===== src/rtl/tmr_fault_manager.sv =====
// -----------------------------------------------------------------------------
// tmr_fault_manager
//
// Sequencing and fault-management controller for a triplicated counter
// datapath. It gates the shared count enable, watches the per-lane mismatch
// flags coming out of the voter, and schedules a force-load-from-vote
// (resync) of a lane that disagrees. A lane that keeps disagreeing is masked
// out. Counting halts when the vote can no longer be trusted: two lanes
// disagree at once, or any lane disagrees after one is already masked.
//
// Ports
//   clk            clock
//   rst            asynchronous, active-high reset
//   run_req        system request to count
//   fault[2:0]     per-lane mismatch flags (bit i = lane i+1)
//   clear_err      single-cycle clear / recovery request
//   cnt_enable     count enable to all three replicas (combinational)
//   resync[2:0]    per-lane force-load-from-vote strobe
//   lane_mask[2:0] 1 = lane excluded (failed)
//   state[1:0]     RUN=00, RESYNC=01, DEGRADED=10, HALT=11 (debug view of FSM)
//   err_count      saturating count of correctable fault events
//   uncorrectable  sticky uncorrectable-condition flag
// -----------------------------------------------------------------------------
module tmr_fault_manager #(
  parameter int WIDTH         = 4,
  parameter int ERR_CNT_W     = 8,
  parameter int PERSIST_LIMIT = 4,
  parameter int RESYNC_CYCLES = 2
) (
  input  logic                 clk,
  input  logic                 rst,
  input  logic                 run_req,
  input  logic [2:0]           fault,
  input  logic                 clear_err,
  output logic                 cnt_enable,
  output logic [2:0]           resync,
  output logic [2:0]           lane_mask,
  output logic [1:0]           state,
  output logic [ERR_CNT_W-1:0] err_count,
  output logic                 uncorrectable
);

  // Persistence counters must be able to hold PERSIST_LIMIT itself, because
  // the incremented value is compared against the limit before it is stored.
  localparam int PW = $clog2(PERSIST_LIMIT + 1);
  localparam int TW = (RESYNC_CYCLES > 1) ? $clog2(RESYNC_CYCLES) : 1;

  // Elaboration-time guards on the parameter ranges this controller supports.
  if (WIDTH < 1) begin : g_bad_width
    $error("tmr_fault_manager: WIDTH must be >= 1");
  end
  if (PERSIST_LIMIT < 2) begin : g_bad_persist
    $error("tmr_fault_manager: PERSIST_LIMIT must be >= 2");
  end
  if (RESYNC_CYCLES < 1) begin : g_bad_resync
    $error("tmr_fault_manager: RESYNC_CYCLES must be >= 1");
  end

  typedef enum logic [1:0] {
    ST_RUN      = 2'b00,
    ST_RESYNC   = 2'b01,
    ST_DEGRADED = 2'b10,
    ST_HALT     = 2'b11
  } state_t;

  state_t                 state_q, state_d;
  logic [TW-1:0]          timer_q, timer_d;
  logic [2:0]             resync_q, resync_d;
  logic [2:0]             lane_mask_q, lane_mask_d;
  logic [ERR_CNT_W-1:0]   err_count_q, err_count_d;
  logic                   unc_q, unc_d;
  logic [2:0][PW-1:0]     persist_q, persist_d;

  logic [2:0]             fault_eff;
  logic [1:0]             fault_cnt;
  logic [ERR_CNT_W-1:0]   err_base;
  logic [ERR_CNT_W-1:0]   err_sat_inc;
  logic [PW-1:0]          persist_inc;

  // ---------------------------------------------------------------------------
  // State register
  // ---------------------------------------------------------------------------
  always_ff @(posedge clk or posedge rst) begin
    if (rst) begin
      state_q     <= ST_RUN;
      timer_q     <= '0;
      resync_q    <= '0;
      lane_mask_q <= '0;
      err_count_q <= '0;
      unc_q       <= 1'b0;
      persist_q   <= '0;
    end else begin
      state_q     <= state_d;
      timer_q     <= timer_d;
      resync_q    <= resync_d;
      lane_mask_q <= lane_mask_d;
      err_count_q <= err_count_d;
      unc_q       <= unc_d;
      persist_q   <= persist_d;
    end
  end

  // ---------------------------------------------------------------------------
  // Next-state logic
  // ---------------------------------------------------------------------------
  always_comb begin
    state_d     = state_q;
    timer_d     = timer_q;
    resync_d    = resync_q;
    lane_mask_d = lane_mask_q;
    unc_d       = unc_q;
    persist_d   = persist_q;
    persist_inc = '0;

    // A masked lane no longer takes part in fault evaluation.
    fault_eff = fault & ~lane_mask_q;
    fault_cnt = {1'b0, fault_eff[0]} + {1'b0, fault_eff[1]} + {1'b0, fault_eff[2]};

    // clear_err outside HALT zeroes the counter first; a correctable event
    // in the same cycle then counts on top of the cleared value.
    err_base    = clear_err ? '0 : err_count_q;
    err_sat_inc = (&err_base) ? err_base : err_base + 1'b1;
    err_count_d = (state_q == ST_HALT) ? err_count_q : err_base;

    unique case (state_q)
      ST_RUN: begin
        if (fault_cnt == 2'd0) begin
          persist_d = '0;
        end else if (fault_cnt == 2'd1) begin
          err_count_d = err_sat_inc;
          for (int i = 0; i < 3; i++) begin
            if (fault_eff[i]) begin
              persist_inc = persist_q[i] + PW'(1);
              if (persist_inc >= PW'(PERSIST_LIMIT)) begin
                // Persistent offender: drop it from the vote instead of
                // resyncing it yet again.
                lane_mask_d[i] = 1'b1;
                persist_d[i]   = '0;
                state_d        = ST_DEGRADED;
              end else begin
                persist_d[i] = persist_inc;
                resync_d     = fault_eff;
                timer_d      = TW'(RESYNC_CYCLES - 1);
                state_d      = ST_RESYNC;
              end
            end
          end
        end else begin
          // Two or more lanes disagree with the vote: the majority is not
          // trustworthy, so stop counting.
          unc_d   = 1'b1;
          state_d = ST_HALT;
        end
      end

      ST_RESYNC: begin
        // Faults are ignored here; the lane(s) are being reloaded.
        if (timer_q == '0) begin
          resync_d = '0;
          state_d  = (|lane_mask_q) ? ST_DEGRADED : ST_RUN;
        end else begin
          timer_d = timer_q - TW'(1);
        end
      end

      ST_DEGRADED: begin
        // Only two lanes remain, so any disagreement is unresolvable.
        if (|fault_eff) begin
          unc_d   = 1'b1;
          state_d = ST_HALT;
        end
      end

      ST_HALT: begin
        if (clear_err) begin
          unc_d       = 1'b0;
          lane_mask_d = '0;
          err_count_d = '0;
          persist_d   = '0;
          // Recover by reloading every lane from the vote.
          resync_d    = 3'b111;
          timer_d     = TW'(RESYNC_CYCLES - 1);
          state_d     = ST_RESYNC;
        end
      end

      default: begin
        state_d = ST_HALT;
      end
    endcase
  end

  // ---------------------------------------------------------------------------
  // Outputs
  // ---------------------------------------------------------------------------
  // Combinational so fault-free counting adds no enable latency.
  assign cnt_enable    = run_req & ((state_q == ST_RUN) || (state_q == ST_DEGRADED));
  assign resync        = resync_q;
  assign lane_mask     = lane_mask_q;
  assign state         = state_q;
  assign err_count     = err_count_q;
  assign uncorrectable = unc_q;

endmodule


===== config.mk =====
export PLATFORM = sky130hd
export DESIGN_NAME = tmr_fault_manager
export DESIGN_NICKNAME = d
export VERILOG_FILES = /design/src/rtl/tmr_fault_manager.sv
export SDC_FILE = /design/constraint.sdc
export NUM_CORES = 1
export LEC_CHECK = 0
export CORE_AREA = 2 2 84 54
export DETAILED_ROUTE_END_ITERATION = 12
export DIE_AREA = 0 0 86 56
export DONT_BUFFER_PORTS = 1
export PLACE_DENSITY = 0.69
export REMOVE_ABC_BUFFERS = 1
export SYNTH_ARGS = -nofsm -noshare
export SYNTH_HDL_FRONTEND = slang
export SYNTH_SLANG_ARGS = --single-unit

===== constraint.sdc =====
create_clock -name clk -period 2.8 [get_ports clk]
set_clock_uncertainty 0.2 [all_clocks]
set_input_delay 0.28 -clock clk [delete_from_list [all_inputs] [get_ports clk]]
set_output_delay 0.28 -clock clk [all_outputs]
set_load 0.01 [all_outputs]

## After elaboration in Yosys (flattened, before gate mapping)

Cells that the tools add are included.

| operators by class | value |
|---|---|
| add/sub/neg operators | 7 |
| equality and inequality tests | 21 |
| bitwise operators | 3 |
| reduce and logical (&&, ||, !) cells | 19 |
| mux-type cells | 67 |
| order comparisons | 3 |

Operator list:

| cell | count |
|---|---|
| $mux W3 | 19 |
| $mux W8 | 6 |
| $mux W9 | 3 |
| $mux W2 | 12 |
| $ne A2 B2 Y1 const B | 12 |
| $mux W1 | 20 |
| $pmux W9 S2 | 1 |
| $reduce_and A6 Y1 | 3 |
| $pmux W8 S2 | 1 |
| $reduce_and A4 Y1 | 4 |
| $reduce_and A5 Y1 | 3 |
| $ne A3 B3 Y1 const B | 4 |
| $add A3 B1 Y3 const B | 3 |
| $ge A3 B3 Y1 const B | 3 |
| $pmux W3 S3 | 1 |
| $add A8 B1 Y8 const B | 1 |
| $pmux W2 S4 | 1 |
| $reduce_and A8 Y1 | 1 |
| $pmux W1 S3 | 2 |
| $pmux W3 S2 | 1 |
| $reduce_bool A3 Y1 | 2 |
| $reduce_or A3 Y1 | 2 |
| $ne A5 B5 Y1 const B | 1 |
| $eq A2 B1 Y1 const B | 2 |
| other kinds (10) | 12 |

| storage, ports and cells | value |
|---|---|
| output and inout bits | 18 |
| register bits | 27 |
| input bits | 7 |
| logic and storage cells | 131 |

## Depth between registers and ports, before layout

Gate-level depths: netlist of the first run.

| logic depth | value |
|---|---|
| depth in word-level cells | 11 |
| gate-level depth with buffers | 10 |
| mapped depth without buffers | 8 |

## Worst setup path before layout of the first run

No wires, ideal clock.

| timing path | value |
|---|---|
| kind | register to register |
| from | register lane_mask_q[0] (netlist: lane_mask[0]) |
| to | register resync_q[0] (netlist: resync[0]) |
| arrival time | 2381 ps |
| slack | 89 ps |
| required time | 2471 ps |
| setup time | 129 ps |
| cell stages (with the launch flop) | 10 |
| clock period less this slack | 2711 ps |
| buffers on the path | 2 |
| cell sequence | dfrtp_1 -> nand2b_1 -> xnor2_1 -> ha_1 -> buf_2 -> inv_1 -> o31a_1 -> or3_1 -> buf_2 -> o41a_1 |

| on the way | value |
|---|---|
| longest elaborated chain between the ends | 10 |
| elaborated cells between the ends (all ways) | 17 |
| classes of those cells | add/sub (2); eq/ne (3); mux (8); bitwise (2); reduce/logical (2) |

RTL lines:

| what | line | RTL |
|---|---|---|
| from (decl) | 69 | `logic [2:0] lane_mask_q, lane_mask_d;` |
| from (signal assigned) | 96 | `lane_mask_q <= lane_mask_d;` |
| $not A3 Y3 * | 116 | `fault_eff = fault & ~lane_mask_q;` |
| $and A3 B3 Y3 * | 116 |  |
| $mux W3 | 132 | `if (fault_eff[i]) begin` |
| $mux W3 | 134 | `if (persist_inc >= PW'(PERSIST_LIMIT)) begin` |
| $mux W3 | 132 |  |
| $mux W3 | 134 |  |
| $mux W3 | 132 |  |
| $mux W3 | 129 | `end else if (fault_cnt == 2'd1) begin` |
| $mux W3 | 127 | `if (fault_cnt == 2'd0) begin` |
| $pmux W3 S3 | 125 | `unique case (state_q)` |
| to (signal assigned) | 95 | `resync_q <= resync_d;` |
| to (decl) | 68 | `logic [2:0] resync_q, resync_d;` |

Every way passes the cells marked *; elsewhere a longest branch is shown, timed or not. The select of a mux whose other input is x is not followed.
A chain may end at the register's enable or synchronous reset.

## Final worst setup path of the first run

| timing path | value |
|---|---|
| from | register lane_mask_q[0] (netlist: lane_mask[0]) |
| to | register err_count_q[1] (netlist: err_count[1]) |

| on the way | value |
|---|---|
| longest elaborated chain between the ends | 8 |
| elaborated cells between the ends (all ways) | 9 |
| classes of those cells | add/sub (2); eq/ne (1); mux (3); bitwise (2); reduce/logical (1) |

RTL lines:

| what | line | RTL |
|---|---|---|
| $not A3 Y3 * | 116 |  |
| $and A3 B3 Y3 * | 116 |  |
| $add A1 B1 Y2 * | 117 | `fault_cnt = {1'b0, fault_eff[0]} + {1'b0, fault_eff[1]} + {1'b0, fault_eff[2]};` |
| $add A2 B1 Y2 * | 117 |  |
| $eq A2 B1 Y1 | 129 |  |
| $mux W8 | 129 |  |
| $mux W8 * | 127 |  |
| $pmux W8 S2 * | 125 |  |
| net err_count_d[1] | 70 | `logic [ERR_CNT_W-1:0] err_count_q, err_count_d;` |
| to (signal assigned) | 97 | `err_count_q <= err_count_d;` |
| to (decl) | 70 |  |

The timed path passes the listed nets; every way through them passes the cells marked *.

==> results of run 1 <==
==> sequential cells by signal, summed over array words and instances (netlist names) <==
signal and cells:
timer_q 1, lane_mask 3, persist_q 9, resync 3
state 2, uncorrectable 1, err_count 8
==> power breakdown <==
group	switching, mW	internal (mW)
clock network	0.128	0.100
registers	0.115	0.494
logic	0.576	0.399
==> cell type report <==
cell class | count | area [µm²]
fillers | 379 | 2034
clock buffers | 3 | 41.29
repair buffers | 14 | 117.6
inverters | 13 | 48.80
well taps | 50 | 62.56
multi-input cells | 150 | 1001
clock inverters | 1 | 5.005
flip-flops and latches | 27 | 675.6
==> cells by family (layout without fill, tap and decap cells) <==
| family | Yosys count | in the layout | synth area share |
|---|---|---|---|
| muxes | 4 | 4 | 0.02332 |
| adders and majority gates | 10 | 10 | 0.06926 |
| and+or+nand+nor | 69 | 69 | 0.2014 |
| buffers and inverters | 21 | 31 | 0.05300 |
| DFF | 27 | 27 | 0.3816 |
| xor gates and xnor gates | 6 | 6 | 0.02968 |
| AOI/OAI and AO/OA | 61 | 61 | 0.2417 |
==> metal layers <==
layer  share of wire  GRT usage  up-vias
met5               0          0        -
met4          0.0051    0.02721        0
met3           0.053    0.05045        2
met2            0.41     0.2337       30
met1            0.53     0.2752      709
li1                -          -      747
==> per-stage QoR <==
| step | cells | total power [mW] | hold slack, ns | utilization | setup slack (ns) |
|---|---|---|---|---|---|
| 3_5_place_dp | 249 | 1.573 | 0.06575 | 0.4655 | 0.1964 |
| 6_report | 258 | 1.812 | 0.04244 | 0.4896 | 0.1769 |
| 4_1_cts | 258 | 1.813 | 0.03375 | 0.4896 | 0.1913 |
| 2_1_floorplan | 190 | 1.319 | 0.1327 | - | 0.1376 |
| 3_3_place_gp | 249 | 1.557 | 0.05949 | 0.4655 | 0.2365 |
| 5_1_grt | 258 | 1.968 | 0.05452 | 0.4896 | 0.01564 |
==> cell usage after synthesis (all sizes together), types with 3 or more instances <==
master / count / area, µm²
a21oi: 5 / 25.02
o22ai: 4 / 25.02
clkbuf: 3 / 11.26
nand2b: 7 / 43.79
o21ai: 12 / 60.06
nand2: 19 / 71.32
inv: 12 / 45.04
and2: 4 / 25.03
dfrtp: 27 / 675.7
a21o: 4 / 30.03
nor2: 18 / 67.56
or3: 3 / 18.77
o31a: 5 / 43.79
a31oi: 7 / 43.79
o31ai: 3 / 22.52
ha: 9 / 112.6
buf: 5 / 33.78
xor2: 4 / 35.03
mux2i: 3 / 30.03
nor4: 5 / 46.29
a211oi: 4 / 30.03
nor3: 4 / 20.02
nor2b: 3 / 18.77
==> worst paths after layout <==
path / start / endpoint / slack, ns / cells after the start
setup reg to reg: lane_mask[0]$_DFFE_PP0P_ / err_count[1]$_DFF_PP0_ / 0.18 / 8
setup / recovery: lane_mask[0]$_DFFE_PP0P_ / err_count[1]$_DFF_PP0_ / 0.18 / 8
min in group asynchronous: rst / err_count[1]$_DFF_PP0_ / 0.29 / 3
max in group asynchronous: rst / persist_q[5]$_DFFE_PP0P_ / 1.85 / 3
hold reg to reg: persist_q[1]$_DFFE_PP0P_ / persist_q[1]$_DFFE_PP0P_ / 0.30 / 2
hold / removal: clear_err / err_count[2]$_DFF_PP0_ / 0.04 / 2
==> impl_metrics.py, run 1 <==
metrics = {
    "timing": {
        "worst_slew_pin_slew_ns": 0.6176,
        "grt_setup_unrepaired": "no",
        "final-hold-violation-count": 0,
        "final_sum_of_negative_setup_slack_ns": 0,
        "highest_achievable_clock_rate_mhz": 381.2,
        "finalCritPeriodShare": 0.9368,
        "final.min_clock_period_ns": 2.623,
        "setup_violations": 0,
        "slew_headroom": 0.5844,
        "maxSlewViolCount": 0,
    },
    "route": {
        "routed_wire_length_per_instance_um": 15.84,
        "antenna_left": 0,
        "detail_route.vias_per_cell": 5.767,
        "num_vias": 1488,
        "route.final.wire_length_mm": 4.087,
        "drt_first_pass_iters": 4,
        "drt_iter0_markers": 102,
        "remaining_drc_errors": 0,
    },
    "logic_synthesis": {
        "postSynthAreaPerCell_um2": 8.942,
        "postSynth.asyncResetShare": 1.000,
        "count_of_mapped_cells_out_of_synthesis": 198,
        "yosysWarningCount": 0,
        "number_of_distinct_library_cells_after_synthesis": 48,
        "postSynth.topFlopCell": "sky130_fd_sc_hd__dfrtp_1",
        "syn-cell-area_um2": 1770,
        "postSynthRegisterBits": 27,
        "number_of_synthesized_flops_with_an_enable_pin": 0,
        "synth-seq-area-share": 0.3816,
    },
    "grt": {
        "globalRoute.totalOverflow": 0,
        "initial_antenna_violation_count": 0,
        "first_global_vias": 1360,
        "wire_length_of_the_first_global_routing_pass_mm": 6.748,
        "gr-usage-all-layers": 0.1743,
        "grt_start_max_net_pins": 28,
    },
    "setup_path": {
        "maximum_cell_stage_delay_along_the_critical_path_ns": 0.46,
        "arrival_ns": 2.60,
        "critical_path.top_delay_family": "compound AO/OA/AOI/OAI gates",
        "start_kind": "register",
        "slowest_stage": "sky130_fd_sc_hd__dfrtp_1",
        "crit_fanout": 6,
        "worst_ep_required_time_ns": 2.78,
        "critPathKind": "reg -> reg",
        "path_cells": "nand2b_1 > xnor2_1 > ha_1 > inv_1 > o31a_1 > o22ai_1 > o21ai_0 > a32o_1",
        "critical_path.n_buffers_inverters": 1,
        "endpoint_kind": "register",
    },
    "die": {
        "fp.dieH_um": 56,
        "chipWidth_um": 86,
        "initial_core_util": 0.4441,
        "core.rowCount": 18,
        "die_area_um2": 4816,
        "top_level_ports": 25,
        "fp.coreArea_um2": 3986,
    },
    "cells_and_area": {
        "nets": 225,
        "most-common-layout-cells": "sky130_fd_sc_hd__dfrtp_1, sky130_fd_sc_hd__nand2_1, sky130_fd_sc_hd__nor2_1, sky130_fd_sc_hd__inv_1, sky130_fd_sc_hd__o21ai_0",
        "final_common_cell": "sky130_fd_sc_hd__dfrtp_1",
        "antenna_cells_inserted": 0,
        "syn_to_final_growth_pct": 10.25,
        "final_layout_size_suffix_gt1_frac": 0.07692,
        "layout_cell_area_excl_fill_um2": 1952,
    },
    "place": {
        "dp.final_hpwl_mm": 3.079,
        "port_buffers": 0,
        "detailed_place.area_um2": 1856,
        "place.gp.congestion": 0.8559,
    },
    "clock_tree": {
        "clkTransAtPathRegs_ns": 0.10,
        "post-cts-setup-buffer-count": 0,
        "hold_bufs_inserted_after_cts": 5,
        "tritoncts": "done",
        "htree_levels": 1,
        "cts.sinks": 27,
        "cts_inserted_buffers": 3,
        "worstSkewPairLatency_ns": 0.28,
        "cts_max_path_buffers": 2,
        "cts.repair.resized": 0,
        "clock_tree.root_cell": "sky130_fd_sc_hd__clkbuf_8",
    },
    "power_and_ir_drop": {
        "power_per_cell_area_nw_per_um2": 928.1,
        "p_leak_nw": 0.8884,
        "vdd_drop_max_mv": 0.4205,
    },
    "min_path": {
        "holdCritPathClass": "in -> reg",
    },
    "run_status": {
        "run_status": "finished, final reports clean",
    },
    "job": {
        "max_cap_violations": 0,
    },
}
(Power assumes the default switching activity.)
==> run 2: changes to the inputs <==
Settings changed: SLEW_MARGIN from default to 0.
==> results of run 2 <==
No change in the layout: final DEF, timing and power equal those of run 1.
